--- src/rtl/uart_pkg.sv ---
// Shared definitions for the UART transmitter: parity encodings, FSM state
// type, the divisor floor, and the parity-bit helper.
package uart_pkg;

  // parity_mode encodings
  localparam logic [1:0] PAR_NONE  = 2'd0;
  localparam logic [1:0] PAR_EVEN  = 2'd1;
  localparam logic [1:0] PAR_ODD   = 2'd2;
  localparam logic [1:0] PAR_SPACE = 2'd3;

  // Smallest divisor the bit timer honours; smaller requests are raised to it.
  localparam int unsigned MIN_DIV = 4;

  typedef enum logic [2:0] {
    IDLE,
    START,
    DATA,
    PARITY,
    STOP
  } tx_state_t;

  // Parity bit for a frame, given the mode and the XOR of its data bits.
  function automatic logic parity_bit(input logic [1:0] mode, input logic data_xor);
    logic bit_val;
    case (mode)
      PAR_EVEN:  bit_val = data_xor;
      PAR_ODD:   bit_val = ~data_xor;
      PAR_SPACE: bit_val = 1'b0;
      default:   bit_val = 1'b0;
    endcase
    return bit_val;
  endfunction

endpackage

--- src/rtl/uart_tx_fifo.sv ---
// Synchronous word FIFO feeding the UART shifter. Storage is a plain array
// with a registered read of the head word, so rd_valid rises one cycle after
// a word lands in an empty FIFO. level counts every stored word.
module uart_tx_fifo #(
  parameter  int WIDTH = 8,
  parameter  int DEPTH = 16,
  localparam int AW    = $clog2(DEPTH),
  localparam int LW    = $clog2(DEPTH + 1)
) (
  input  logic             clk,
  input  logic             rst,
  input  logic             wr_en,
  input  logic [WIDTH-1:0] wr_data,
  input  logic             pop,
  output logic [WIDTH-1:0] rd_data,
  output logic             rd_valid,
  output logic             full,
  output logic             empty,
  output logic [LW-1:0]    level
);

  logic [WIDTH-1:0] mem [DEPTH];
  logic [AW-1:0]    wr_ptr_reg;
  logic [AW-1:0]    rd_ptr_reg;
  logic [AW-1:0]    rd_ptr_next;
  logic [LW-1:0]    count_reg;
  logic             push;
  logic             take;

  assign full        = (count_reg == LW'(DEPTH));
  assign empty       = (count_reg == '0);
  assign level       = count_reg;
  assign push        = wr_en && !full;
  assign take        = pop && rd_valid;
  assign rd_ptr_next = take ? rd_ptr_reg + AW'(1) : rd_ptr_reg;

  // Storage write; no reset so the array maps onto block RAM.
  always_ff @(posedge clk) begin
    if (push) begin
      mem[wr_ptr_reg] <= wr_data;
    end
  end

  // Registered read of the word that will be the head after this edge.
  always_ff @(posedge clk) begin
    rd_data <= mem[rd_ptr_next];
  end

  // Pointers, occupancy, and head-valid tracking. The head is only valid
  // when it was written before this edge (the read sees pre-write contents).
  always_ff @(posedge clk or posedge rst) begin
    if (rst) begin
      wr_ptr_reg <= '0;
      rd_ptr_reg <= '0;
      count_reg  <= '0;
      rd_valid   <= 1'b0;
    end else begin
      if (push) begin
        wr_ptr_reg <= wr_ptr_reg + AW'(1);
      end
      rd_ptr_reg <= rd_ptr_next;
      count_reg  <= count_reg + LW'(push) - LW'(take);
      rd_valid   <= ((count_reg - LW'(take)) != '0);
    end
  end

endmodule

--- src/rtl/uart_tx_core.sv ---
// Parametrised UART transmitter: valid/ready input, word buffer, runtime
// divisor / parity / stop-bit / bit-order selection, registered TX line.
// Build option UART_TX_FIFO_EN: defined -> FIFO_DEPTH-entry FIFO buffer;
// undefined -> single holding register in front of the shifter.
module uart_tx_core
  import uart_pkg::*;
#(
  parameter  int DATA_W     = 8,
  parameter  int FIFO_DEPTH = 16,
  parameter  int DIV_W      = 18,
  localparam int LVL_W      = $clog2(FIFO_DEPTH + 1)
) (
  input  logic              CLK_50M,
  input  logic              rst,
  input  logic [DIV_W-1:0]  baud_div,
  input  logic [1:0]        parity_mode,
  input  logic              stop2,
  input  logic              msb_first,
  input  logic [DATA_W-1:0] s_data,
  input  logic              s_valid,
  output logic              s_ready,
  output logic [LVL_W-1:0]  fifo_level,
  output logic              busy,
  output logic              tx_done,
  output logic              TX
);

  localparam logic [3:0] IDX_LAST = 4'(DATA_W - 1);

  // Buffer-side signals
  logic [DATA_W-1:0] head_data;
  logic              head_valid;
  logic              queue_empty;
  logic              pop;

  // FSM and datapath
  tx_state_t         state_reg, state_next;
  logic [DIV_W-1:0]  bit_cnt_reg, bit_cnt_next;
  logic [DIV_W-1:0]  div_reg;
  logic [DIV_W-1:0]  div_eff;
  logic              bit_last;
  logic [DATA_W-1:0] shift_reg, shift_next;
  logic [3:0]        bit_idx_reg;
  logic              stop_idx_reg;
  logic [1:0]        par_reg;
  logic              stop2_reg;
  logic              msb_reg;
  logic              par_bit_reg;
  logic              tx_reg, tx_next;

`ifdef UART_TX_FIFO_EN
  logic queue_full;

  uart_tx_fifo #(
    .WIDTH (DATA_W),
    .DEPTH (FIFO_DEPTH)
  ) u_fifo (
    .clk     (CLK_50M),
    .rst     (rst),
    .wr_en   (s_valid),
    .wr_data (s_data),
    .pop     (pop),
    .rd_data (head_data),
    .rd_valid(head_valid),
    .full    (queue_full),
    .empty   (queue_empty),
    .level   (fifo_level)
  );

  assign s_ready = !queue_full;
`else
  logic [DATA_W-1:0] hold_data_reg;
  logic              hold_full_reg;
  logic              hold_valid_reg;
  logic              hold_push;

  assign hold_push   = s_valid && !hold_full_reg;
  assign head_data   = hold_data_reg;
  assign head_valid  = hold_valid_reg;
  assign queue_empty = !hold_full_reg;
  assign s_ready     = !hold_full_reg;
  assign fifo_level  = LVL_W'(hold_full_reg);

  // Holding register data; loaded whenever a word is accepted.
  always_ff @(posedge CLK_50M) begin
    if (hold_push) begin
      hold_data_reg <= s_data;
    end
  end

  // Occupancy; valid lags full by a cycle to match the FIFO's read latency.
  always_ff @(posedge CLK_50M or posedge rst) begin
    if (rst) begin
      hold_full_reg  <= 1'b0;
      hold_valid_reg <= 1'b0;
    end else begin
      if (hold_push) begin
        hold_full_reg <= 1'b1;
      end else if (pop) begin
        hold_full_reg <= 1'b0;
      end
      hold_valid_reg <= hold_full_reg && !pop;
    end
  end
`endif

  assign div_eff  = (baud_div < DIV_W'(MIN_DIV)) ? DIV_W'(MIN_DIV) : baud_div;
  assign bit_last = (bit_cnt_reg == div_reg - DIV_W'(1));
  assign busy     = (state_reg != IDLE) || !queue_empty;
  assign TX       = tx_reg;

  // Next-state, pop request and end-of-frame pulse.
  always_comb begin
    state_next = state_reg;
    pop        = 1'b0;
    tx_done    = 1'b0;
    case (state_reg)
      IDLE: begin
        if (head_valid) begin
          pop        = 1'b1;
          state_next = START;
        end
      end
      START: begin
        if (bit_last) begin
          state_next = DATA;
        end
      end
      DATA: begin
        if (bit_last && (bit_idx_reg == IDX_LAST)) begin
          state_next = (par_reg == PAR_NONE) ? STOP : PARITY;
        end
      end
      PARITY: begin
        if (bit_last) begin
          state_next = STOP;
        end
      end
      STOP: begin
        if (bit_last && (stop_idx_reg || !stop2_reg)) begin
          tx_done = 1'b1;
          if (head_valid) begin
            pop        = 1'b1;
            state_next = START;
          end else begin
            state_next = IDLE;
          end
        end
      end
      default: state_next = IDLE;
    endcase
  end

  // Shifter, bit counter and the line value for the coming cycle.
  always_comb begin
    shift_next = shift_reg;
    if (pop) begin
      shift_next = head_data;
    end else if ((state_reg == DATA) && bit_last) begin
      shift_next = msb_reg ? (shift_reg << 1) : (shift_reg >> 1);
    end

    bit_cnt_next = bit_cnt_reg + DIV_W'(1);
    if ((state_next != state_reg) || bit_last || (state_reg == IDLE)) begin
      bit_cnt_next = '0;
    end

    tx_next = 1'b1;
    case (state_next)
      START:   tx_next = 1'b0;
      DATA:    tx_next = msb_reg ? shift_next[DATA_W-1] : shift_next[0];
      PARITY:  tx_next = par_bit_reg;
      default: tx_next = 1'b1;
    endcase
  end

  // State, counter, shifter and line registers.
  always_ff @(posedge CLK_50M or posedge rst) begin
    if (rst) begin
      state_reg   <= IDLE;
      bit_cnt_reg <= '0;
      shift_reg   <= '0;
      tx_reg      <= 1'b1;
    end else begin
      state_reg   <= state_next;
      bit_cnt_reg <= bit_cnt_next;
      shift_reg   <= shift_next;
      tx_reg      <= tx_next;
    end
  end

  // Frame configuration, captured only when a word is popped.
  always_ff @(posedge CLK_50M or posedge rst) begin
    if (rst) begin
      div_reg     <= DIV_W'(MIN_DIV);
      par_reg     <= PAR_NONE;
      stop2_reg   <= 1'b0;
      msb_reg     <= 1'b0;
      par_bit_reg <= 1'b0;
    end else if (pop) begin
      div_reg     <= div_eff;
      par_reg     <= parity_mode;
      stop2_reg   <= stop2;
      msb_reg     <= msb_first;
      par_bit_reg <= parity_bit(parity_mode, ^head_data);
    end
  end

  // Position counters within the data field and the stop field.
  always_ff @(posedge CLK_50M or posedge rst) begin
    if (rst) begin
      bit_idx_reg  <= '0;
      stop_idx_reg <= 1'b0;
    end else begin
      if (state_reg != DATA) begin
        bit_idx_reg <= '0;
      end else if (bit_last) begin
        bit_idx_reg <= bit_idx_reg + 4'd1;
      end
      if (state_reg != STOP) begin
        stop_idx_reg <= 1'b0;
      end else if (bit_last) begin
        stop_idx_reg <= 1'b1;
      end
    end
  end

endmodule

--- config.mk ---
export PLATFORM = sky130hd
export DESIGN_NAME = uart_tx_core
export DESIGN_NICKNAME = d
export VERILOG_FILES = /design/src/rtl/uart_pkg.sv /design/src/rtl/uart_tx_fifo.sv /design/src/rtl/uart_tx_core.sv
export SDC_FILE = /design/constraint.sdc
export NUM_CORES = 1
export LEC_CHECK = 0
export ABC_AREA = 1
export CAP_MARGIN = 10
export CORE_AREA = 8 8 135 137
export CTS_CLUSTER_SIZE = 8
export DETAILED_ROUTE_END_ITERATION = 10
export DIE_AREA = 0 0 143 145
export HOLD_SLACK_MARGIN = 0.02
export PLACE_DENSITY_LB_ADDON = 0.1
export SLEW_MARGIN = 30
export SYNTH_ARGS = -nofsm -noshare
export SYNTH_HDL_FRONTEND = slang
export SYNTH_HIERARCHICAL = 1
export SYNTH_SLANG_ARGS = --single-unit
export TNS_END_PERCENT = 5
--- constraint.sdc ---
create_clock -name CLK_50M -period 3.53 [get_ports CLK_50M]
set_input_delay 0.706 -clock CLK_50M [delete_from_list [all_inputs] [get_ports CLK_50M]]
set_output_delay 0.706 -clock CLK_50M [all_outputs]
set_load 0.01 [all_outputs]
# After elaboration in Yosys (flattened, before gate mapping)

Cells that the tools add are included.

Bits of input ports: 33
Register bits after elaboration: 68
Logic and storage cells: 81
Output and inout port bits: 9

Bitwise logic cells: 1
Muxes and demuxes: 27
Magnitude comparators: 1
$add $sub $neg: 3
Eq/ne operators: 14
Reductions and logical operators: 20

Operator list:

| kind                  | number |
|---|---|
| $mux 18               | 2 |
| $mux 8                | 3 |
| $add 18x1->18 const B | 1 |
| $eq 18x18->1          | 1 |
| $lt 18x3->1 const B   | 1 |
| $mux 3                | 6 |
| $sub 18x1->18 const B | 1 |
| $pmux 3 s5            | 1 |
| $eq 3x2->1 const B    | 4 |
| $mux 1                | 10 |
| $mux 4                | 2 |
| $reduce_bool 2->1     | 4 |
| $reduce_xor 8->1      | 1 |
| $eq 3x1->1 const B    | 2 |
| $logic_and 1x1->1     | 5 |
| $add 4x1->4 const B   | 1 |
| $eq 4x3->1 const B    | 1 |
| $logic_or 1x1->1      | 4 |
| $pmux 1 s2            | 2 |
| $eq 3x3->1 const B    | 1 |
| $logic_not 1->1       | 3 |
| $logic_not 3->1       | 1 |
| $ne 3x2->1 const B    | 1 |
| $ne 3x3->1            | 1 |
| 7 further kinds       | 7 |

# Logic depth before layout (Yosys ltp)

Gate-level depths: netlist (run 1).

Word-level depth: 9
Mapped depth: 21
Gate-level depth less buffers: 20

# Worst setup path after synthesis (run 1)

No wires, ideal clock.

Path type: register to output
Start: reg div_reg[0]
End: out tx_done
Path slack: 0.902 ns
Stages on the path, launching flop included: 12
Data arrival time: 1.922 ns
Data required time: 2.824 ns
Path through: dfrtp_1 inv_1 ha_1 nand2_4 nor2_8 xor2_2 nand2_1 nor2_1 nand3b_2 nor2_8 nand2_1 nor2_1

Longest elaborated chain between the ends: 5

Ends and longest elaborated chain:

| what                   | RTL line            | text |
|---|---|---|
| start, declared        | uart_tx_core.sv:39  | `logic [DIV_W-1:0] div_reg;` |
| start signal, assigned | uart_tx_core.sv:195 | `div_reg <= DIV_W'(MIN_DIV);` |
| start signal, assigned | uart_tx_core.sv:201 | `div_reg <= div_eff;` |
| $sub 18x1->18          | uart_tx_core.sv:108 | `assign bit_last = (bit_cnt_reg == div_reg - DIV_W'(1));` |
| $eq 18x18->1           | uart_tx_core.sv:108 |  |
| $logic_and 1x1->1      | uart_tx_core.sv:140 | `if (bit_last && (stop_idx_reg \|\| !stop2_reg)) begin` |
| $mux 1                 | uart_tx_core.sv:140 |  |
| $mux 1                 | uart_tx_core.sv:117 | `case (state_reg)` |
| end, declared          | uart_tx_core.sv:24  | `output logic tx_done,` |

No other way between the ends.

# Worst setup path after layout (run 1)

Ends and elaborated chain as after synthesis.

==> results of run 1 <==
[final timing paths]
path | depth (start not counted) | end | slack [ns] | start
worst max-delay path | 12 | tx_done | 0.49 | div_reg[0]$_DFFE_PP0P_
worst min-delay path | 1 | bit_idx_reg[3]$_DFFE_PP0P_ | 0.47 | bit_idx_reg[3]$_DFFE_PP0P_
worst max register to register | 17 | bit_cnt_reg[1]$_DFF_PP0_ | 0.71 | div_reg[0]$_DFFE_PP0P_
worst min register to register | 1 | bit_idx_reg[3]$_DFFE_PP0P_ | 0.47 | bit_idx_reg[3]$_DFFE_PP0P_
max in group asynchronous | 3 | div_reg[7]$_DFFE_PP0P_ | 2.03 | rst
min in group asynchronous | 3 | bit_cnt_reg[2]$_DFF_PP0_ | 0.92 | rst
[cells in the mapped netlist, drive strengths merged, types with 3 or more instances]
cell type	number	share of area (%)
a21oi	5	1.1
and2	4	0.57
buf	13	2.1
clkbuf	3	0.26
dfrtp	58	33
edfxtp	8	5.5
ha	3	0.86
inv	57	4.9
nand2	167	15
nand3	45	5.4
nand3b	8	1.5
nand4	15	2.4
nor2	92	12
nor3	6	0.69
nor4	5	0.71
o21ai	19	2.2
o311ai	6	1.2
xnor2	16	3.2
xor2	27	5.6
[layout make-up]
class                   count  area share [%]
clock buffers               9            4.21
clock inverters             7            1.52
inverters                  59            4.14
multi-input cells         425            44.3
flip-flops and latches     68            32.6
well taps                 220            5.15
repair buffers             43            8.05
[cells by family after synthesis]
kind of cell / synth area share (%)
other: 0.0856
buffers and inverters: 7.37
DFF: 39.8
xor gates and xnor gates: 8.77
and+or+nand+nor: 38.3
adders and majority gates: 0.857
AOI/OAI and AO/OA: 4.74
[critical path, stage by stage, from the launching register on]
cell and delay, ns:
sky130_fd_sc_hd__dfrtp_1 0.39, sky130_fd_sc_hd__inv_2 0.13, sky130_fd_sc_hd__ha_4 0.17, sky130_fd_sc_hd__nand2_4 0.09
sky130_fd_sc_hd__nor2_8 0.20, sky130_fd_sc_hd__xor2_4 0.19, sky130_fd_sc_hd__nand2_1 0.07, sky130_fd_sc_hd__nor2_1 0.14
sky130_fd_sc_hd__nand3b_2 0.15, sky130_fd_sc_hd__nor2_8 0.13, sky130_fd_sc_hd__nand2_1 0.05, sky130_fd_sc_hd__nor2_1 0.10
sky130_fd_sc_hd__dlymetal6s2s_1 0.17
[timing repair]
action / in CTS / in global routing
resized for setup: 4 / 8
pin swaps: 0 / 0
buffers inserted: 0 / 0
endpoints found under the setup margin: 1 / 1
hold buffers: 0 / 0
[routing by layer]
| layer | global-route usage [%] | routed length, um | vias to the layer above | part of all wire [%] |
|---|---|---|---|---|
| li1 | - | - | 1868 | - |
| met1 | 14.8 | 5430 | 1711 | 46 |
| met2 | 19.7 | 5540 | 60 | 47 |
| met3 | 3.08 | 442 | 23 | 3.8 |
| met4 | 5.79 | 340 | 0 | 2.9 |
| met5 | 0 | 0 | - | 0 |
[power groups by stage]
stage	registers, uW	logic, uW	clock network [uW]
after global routing	933	482	1000
after CTS	923	420	984
final	922	420	947
after global placement	935	418	0
after floorplan	913	307	0
after detailed placement	937	416	0
[stage by stage]
step                      total power (uW)  area [sq um]  hold slack, ns  utilization [%]  cells
after CTS                             2330          5320           0.467             32.9    831
after floorplan                       1220          4390           0.434                -    568
final                                 2290          5350           0.466             33.1    831
after global routing                  2420          5350           0.487             33.1    831
after detailed placement              1350          4990           0.460             30.9    815
after global placement                1350          4990           0.452             30.9    815
==> impl_metrics.csv, run 1 <==
group,metric,value,unit
floorplan,top_level_ports,42,
worst_setup_path,timing.critical_path.to_type,"output pin",
sta,setup-violations-final,0,
sta,timing.final.crit_share,86.1,%
clocking,cts.sink_count,68,
worst_hold_path,worst_hold_path_type,"reg2reg",
synthesis,synth_register_bits,68,
power,p_sw,703,uW
synthesis,yosysWarnings,6,
power,share_clk_of_total_power,41.4,%
synthesis,syn_area,4380,sq um
floorplan,effective_utilization_at_floorplan,27.1,%
routing,routed-via-count,3662,
layout,seq_area,1750,sq um
place,place.port_buffers,37,
floorplan,die_width,143,um
synthesis,postSynth.asyncResetShare,88.2,%
layout,layout_cells_sized_above_1,12.1,%
clocking,worst_setup_hold_path_clk_slew,0.07,ns
clocking,clock-root-buffer,"sky130_fd_sc_hd__clkbuf_16",
layout,final_cell_mix,"sky130_fd_sc_hd__nand2_1 (159), sky130_fd_sc_hd__nor2_1 (65), sky130_fd_sc_hd__dfrtp_1 (57), sky130_fd_sc_hd__inv_1 (54), sky130_fd_sc_hd__nand3_1 (42)",
layout,layout.nets,642,
synthesis,yosys_most_used_dff,"sky130_fd_sc_hd__dfrtp_1",
place,dpl.hpwl,8860,um
grt,track_usage,12.2,%
routing,antenna_violating_nets_post_route,0,
outcome,run_status,"finished clean",
sta,finalWorstSetupSlack,0.492,ns
power,switching_share,30.7,%
synthesis,synth.avg_cell_area,7.75,sq um
clocking,ctsLongestPathBuffers,2,
sta,tightest_slew,0.829,ns
power,irDropWorstVdd,0.278,mV
grt,grt_max_degree,61,
clocking,h_tree_levels,3,
power,p_leak,0.00244,uW
routing,iter_0_drt_violations,135,
worst_setup_path,worstPathArrival,2.33,ns
worst_setup_path,timing_worst_setup_path_type,"reg2out",
routing,viasPerCell,4.41,
routing,routed_wl,11800,um
grt,grt-ovfl-total,0,
synthesis,yosysUniqueCellTypes,39,
clocking,clock_insertion_delay_worst_skew,0.35,ns
grt,global_route_wire_length_before_repair,19700,um
power,share_comb_of_total_power,18.3,%
sta,maxSlewHeadroom,44.7,%
floorplan,placeableCoreArea,16200,sq um
layout,layout.cells.most_common,"sky130_fd_sc_hd__nand2_1",
clocking,cts_buffers,9,
worst_setup_path,crit_fanout,7,
worst_setup_path,critPathRequiredTime,2.82,ns
routing,detail_route.drc_violations,0,
clocking,tritoncts,"built",
floorplan,fp-row-count,47,
grt,first_global_vias,3908,
synthesis,synth.yosys.seq_area_share,39.8,%
routing,drt_pass1_iterations,4,
sta,final_max_slew_viol_count,0,
place,detailedPlace.worstSlack,0.295,ns
power,power.share.sequential,40.3,%
synthesis,syn_inst,565,
sta,worst_skew,0.00895,ns
power,power.density_cell_area,428,nW/um^2
flow_run,cap_viol_max_count,0,
sta,timing.setup.tns,0,ns
layout,diodes,0,
place,finalWeightedCongestion,0.852,
floorplan,die_area,20700,sq um
sta,rsz0062_at_grt,"false",
power,internal_pwr_total,1590,uW
sta,hold_viol,0,
sta,fmax,329,MHz
layout,multi_input_comb_area,2370,sq um
floorplan,die_height,145,um
sta,final.min_clock_period,3.04,ns
worst_setup_path,critical_path.startpoint_type,"register",
grt,number_of_antenna_violations_at_the_first_check_in_global_routing,0,
routing,average_wire_per_standard_cell,14.1,um
layout,layout-area-overhead-vs-synth,22.1,%
synthesis,count_of_flip_flops_with_a_built_in_enable_after_synthesis,8,
layout,fill_cells,1738,
Power figures use the tool's default switching activity.
==> inputs of run 2 (changes only) <==
SKIP_CTS_REPAIR_TIMING = 1   (was default)
SLEW_MARGIN = default   (was 30)
==> impl_metrics.csv, run 2 (synthesis gave the netlist of run 1 again) <==
group,metric,value,unit
floorplan,die_area,20700,sq um
worst_setup_path,timing_worst_setup_path_type,"reg2out",
sta,rsz0062_at_grt,"false",
worst_setup_path,timing.critical_path.to_type,"output pin",
grt,grt_max_degree,61,
place,dpl.hpwl,8860,um
worst_setup_path,cpPeakStageDelay,0.39,ns
routing,routed_wl,11800,um
routing,iter_0_drt_violations,128,
routing,drt_pass1_iterations,4,
clocking,clock-root-buffer,"sky130_fd_sc_hd__clkbuf_16",
sta,fmax,324,MHz
worst_setup_path,cp_cell_sequence,"inv_2 -> ha_2 -> nand2_4 -> nor2_8 -> xor2_4 -> nand2_1 -> nor2_1 -> nand3b_2 -> nor2_8 -> nand2_1 -> nor2_1 -> dlymetal6s2s_1",
clocking,cts_buffers,9,
power,irDropWorstVdd,0.278,mV
floorplan,effective_utilization_at_floorplan,27.1,%
grt,number_of_antenna_violations_at_the_first_check_in_global_routing,0,
power,p_sw,700,uW
sta,hold_viol,0,
routing,viasPerCell,4.40,
sta,maxSlewHeadroom,44.7,%
layout,layout_cells_sized_above_1,11.3,%
routing,average_wire_per_standard_cell,14.2,um
outcome,run_status,"finished clean",
layout,layout-area-overhead-vs-synth,21.7,%
layout,diodes,0,
worst_setup_path,critPathRequiredTime,2.82,ns
floorplan,die_width,143,um
floorplan,die_height,145,um
routing,antenna_violating_nets_post_route,0,
layout,layout.cells.most_common,"sky130_fd_sc_hd__nand2_1",
power,power.density_cell_area,429,nW/um^2
power,share_clk_of_total_power,41.5,%
place,place.port_buffers,37,
floorplan,fp-row-count,47,
layout,layout.nets,642,
sta,tightest_slew,0.830,ns
layout,fill_cells,1738,
floorplan,top_level_ports,42,
place,finalWeightedCongestion,0.852,
layout,final_cell_mix,"sky130_fd_sc_hd__nand2_1 (159), sky130_fd_sc_hd__nor2_1 (69), sky130_fd_sc_hd__dfrtp_1 (58), sky130_fd_sc_hd__inv_1 (54), sky130_fd_sc_hd__nand3_1 (42)",
clocking,h_tree_levels,3,
sta,setup-violations-final,0,
grt,first_global_vias,3908,
power,internal_pwr_total,1580,uW
flow_run,cap_viol_max_count,0,
clocking,cts.sink_count,68,
worst_setup_path,worstPathArrival,2.38,ns
clocking,tritoncts,"built",
sta,final.min_clock_period,3.09,ns
sta,final.hold.worst_slack,0.466,ns
sta,worst_skew,0.00926,ns
worst_hold_path,worst_hold_path_type,"reg2reg",
grt,global_route_wire_length_before_repair,19700,um
power,share_comb_of_total_power,18.2,%
clocking,worst_setup_hold_path_clk_slew,0.07,ns
power,switching_share,30.6,%
grt,track_usage,12.2,%
power,power.share.sequential,40.3,%
sta,final_max_slew_viol_count,0,
grt,grt-ovfl-total,0,
routing,routed-via-count,3655,
sta,timing.final.crit_share,87.5,%
worst_setup_path,critical_path.slowest_cell,"sky130_fd_sc_hd__dfrtp_1",
layout,finalInstanceArea,5330,sq um
worst_setup_path,crit_fanout,7,
routing,detail_route.drc_violations,0,
power,p_leak,0.00244,uW
clocking,ctsLongestPathBuffers,2,
place,placement.cell_area,4990,sq um
worst_setup_path,critical_path.startpoint_type,"register",
floorplan,placeableCoreArea,16200,sq um
clocking,clock_insertion_delay_worst_skew,0.35,ns
[run 2: changes by cell type in the layout (fill, tap and decap cells not counted)]
cell                      previous run  this run
sky130_fd_sc_hd__ha_2                0         1
sky130_fd_sc_hd__nor2_2             10         6
sky130_fd_sc_hd__ha_4                1         0
sky130_fd_sc_hd__nor2_1             65        69
sky130_fd_sc_hd__dfrtp_1            57        58
sky130_fd_sc_hd__dfrtp_2             1         0
[run 2: critical path: cells and delay by family (launching register included)]
family,cells,cell delay (ns)
buffers and inverters,2,0.27
and+or+nand+nor,8,0.94
DFF,1,0.39
xor gates and xnor gates,1,0.19
adders and majority gates,1,0.24
[run 2: area by class of cell]
| cell class | instances | area, sq um | share of cell area (%) |
|---|---|---|---|
| multi-input combinational | 425 | 2350 | 44.1 |
| sequential | 68 | 1740 | 32.7 |
| timing repair buffer | 43 | 430 | 8.08 |
| tap | 220 | 275 | 5.17 |
| clock buffer | 9 | 225 | 4.23 |
| inverter | 59 | 221 | 4.16 |
| clock inverter | 7 | 81.3 | 1.53 |
[run 2: final timing paths]
check	endpoint	depth (start not counted)	slack, ns	startpoint
setup / recovery	tx_done	12	0.44	div_reg[0]$_DFFE_PP0P_
hold / removal	bit_idx_reg[3]$_DFFE_PP0P_	1	0.47	bit_idx_reg[3]$_DFFE_PP0P_
setup reg to reg	bit_cnt_reg[1]$_DFF_PP0_	17	0.65	div_reg[0]$_DFFE_PP0P_
hold reg to reg	bit_idx_reg[3]$_DFFE_PP0P_	1	0.47	bit_idx_reg[3]$_DFFE_PP0P_
max in group asynchronous	bit_cnt_reg[12]$_DFF_PP0_	3	2.06	rst
min in group asynchronous	bit_cnt_reg[2]$_DFF_PP0_	3	0.92	rst
[run 2: routing by layer]
metal  GRT usage, %  share of wire [%]
met1           14.8                 46
met2           19.7                 47
met3           3.08                3.7
met4           5.79                2.9
met5              0                  0
[run 2: per-stage QoR]
step	worst slack (ns)	utilization [%]	std cells	total power (uW)	TNS, ns
finish	0.441	32.9	831	2290	0
global placement	0.337	30.9	815	1350	0
global route	0.260	32.9	831	2420	0
CTS	-0.105	32.8	831	2320	-0.105
floorplan	0.902	-	568	1220	0
detailed placement	0.295	30.9	815	1350	0
[run 2: power groups by stage]
stage	Sequential, uW	Clock, uW	Combinational (uW)
after floorplan	913	0	307
after global placement	935	0	418
final	921	948	417
after detailed placement	937	0	416
after CTS	923	984	418
after global routing	932	1000	480
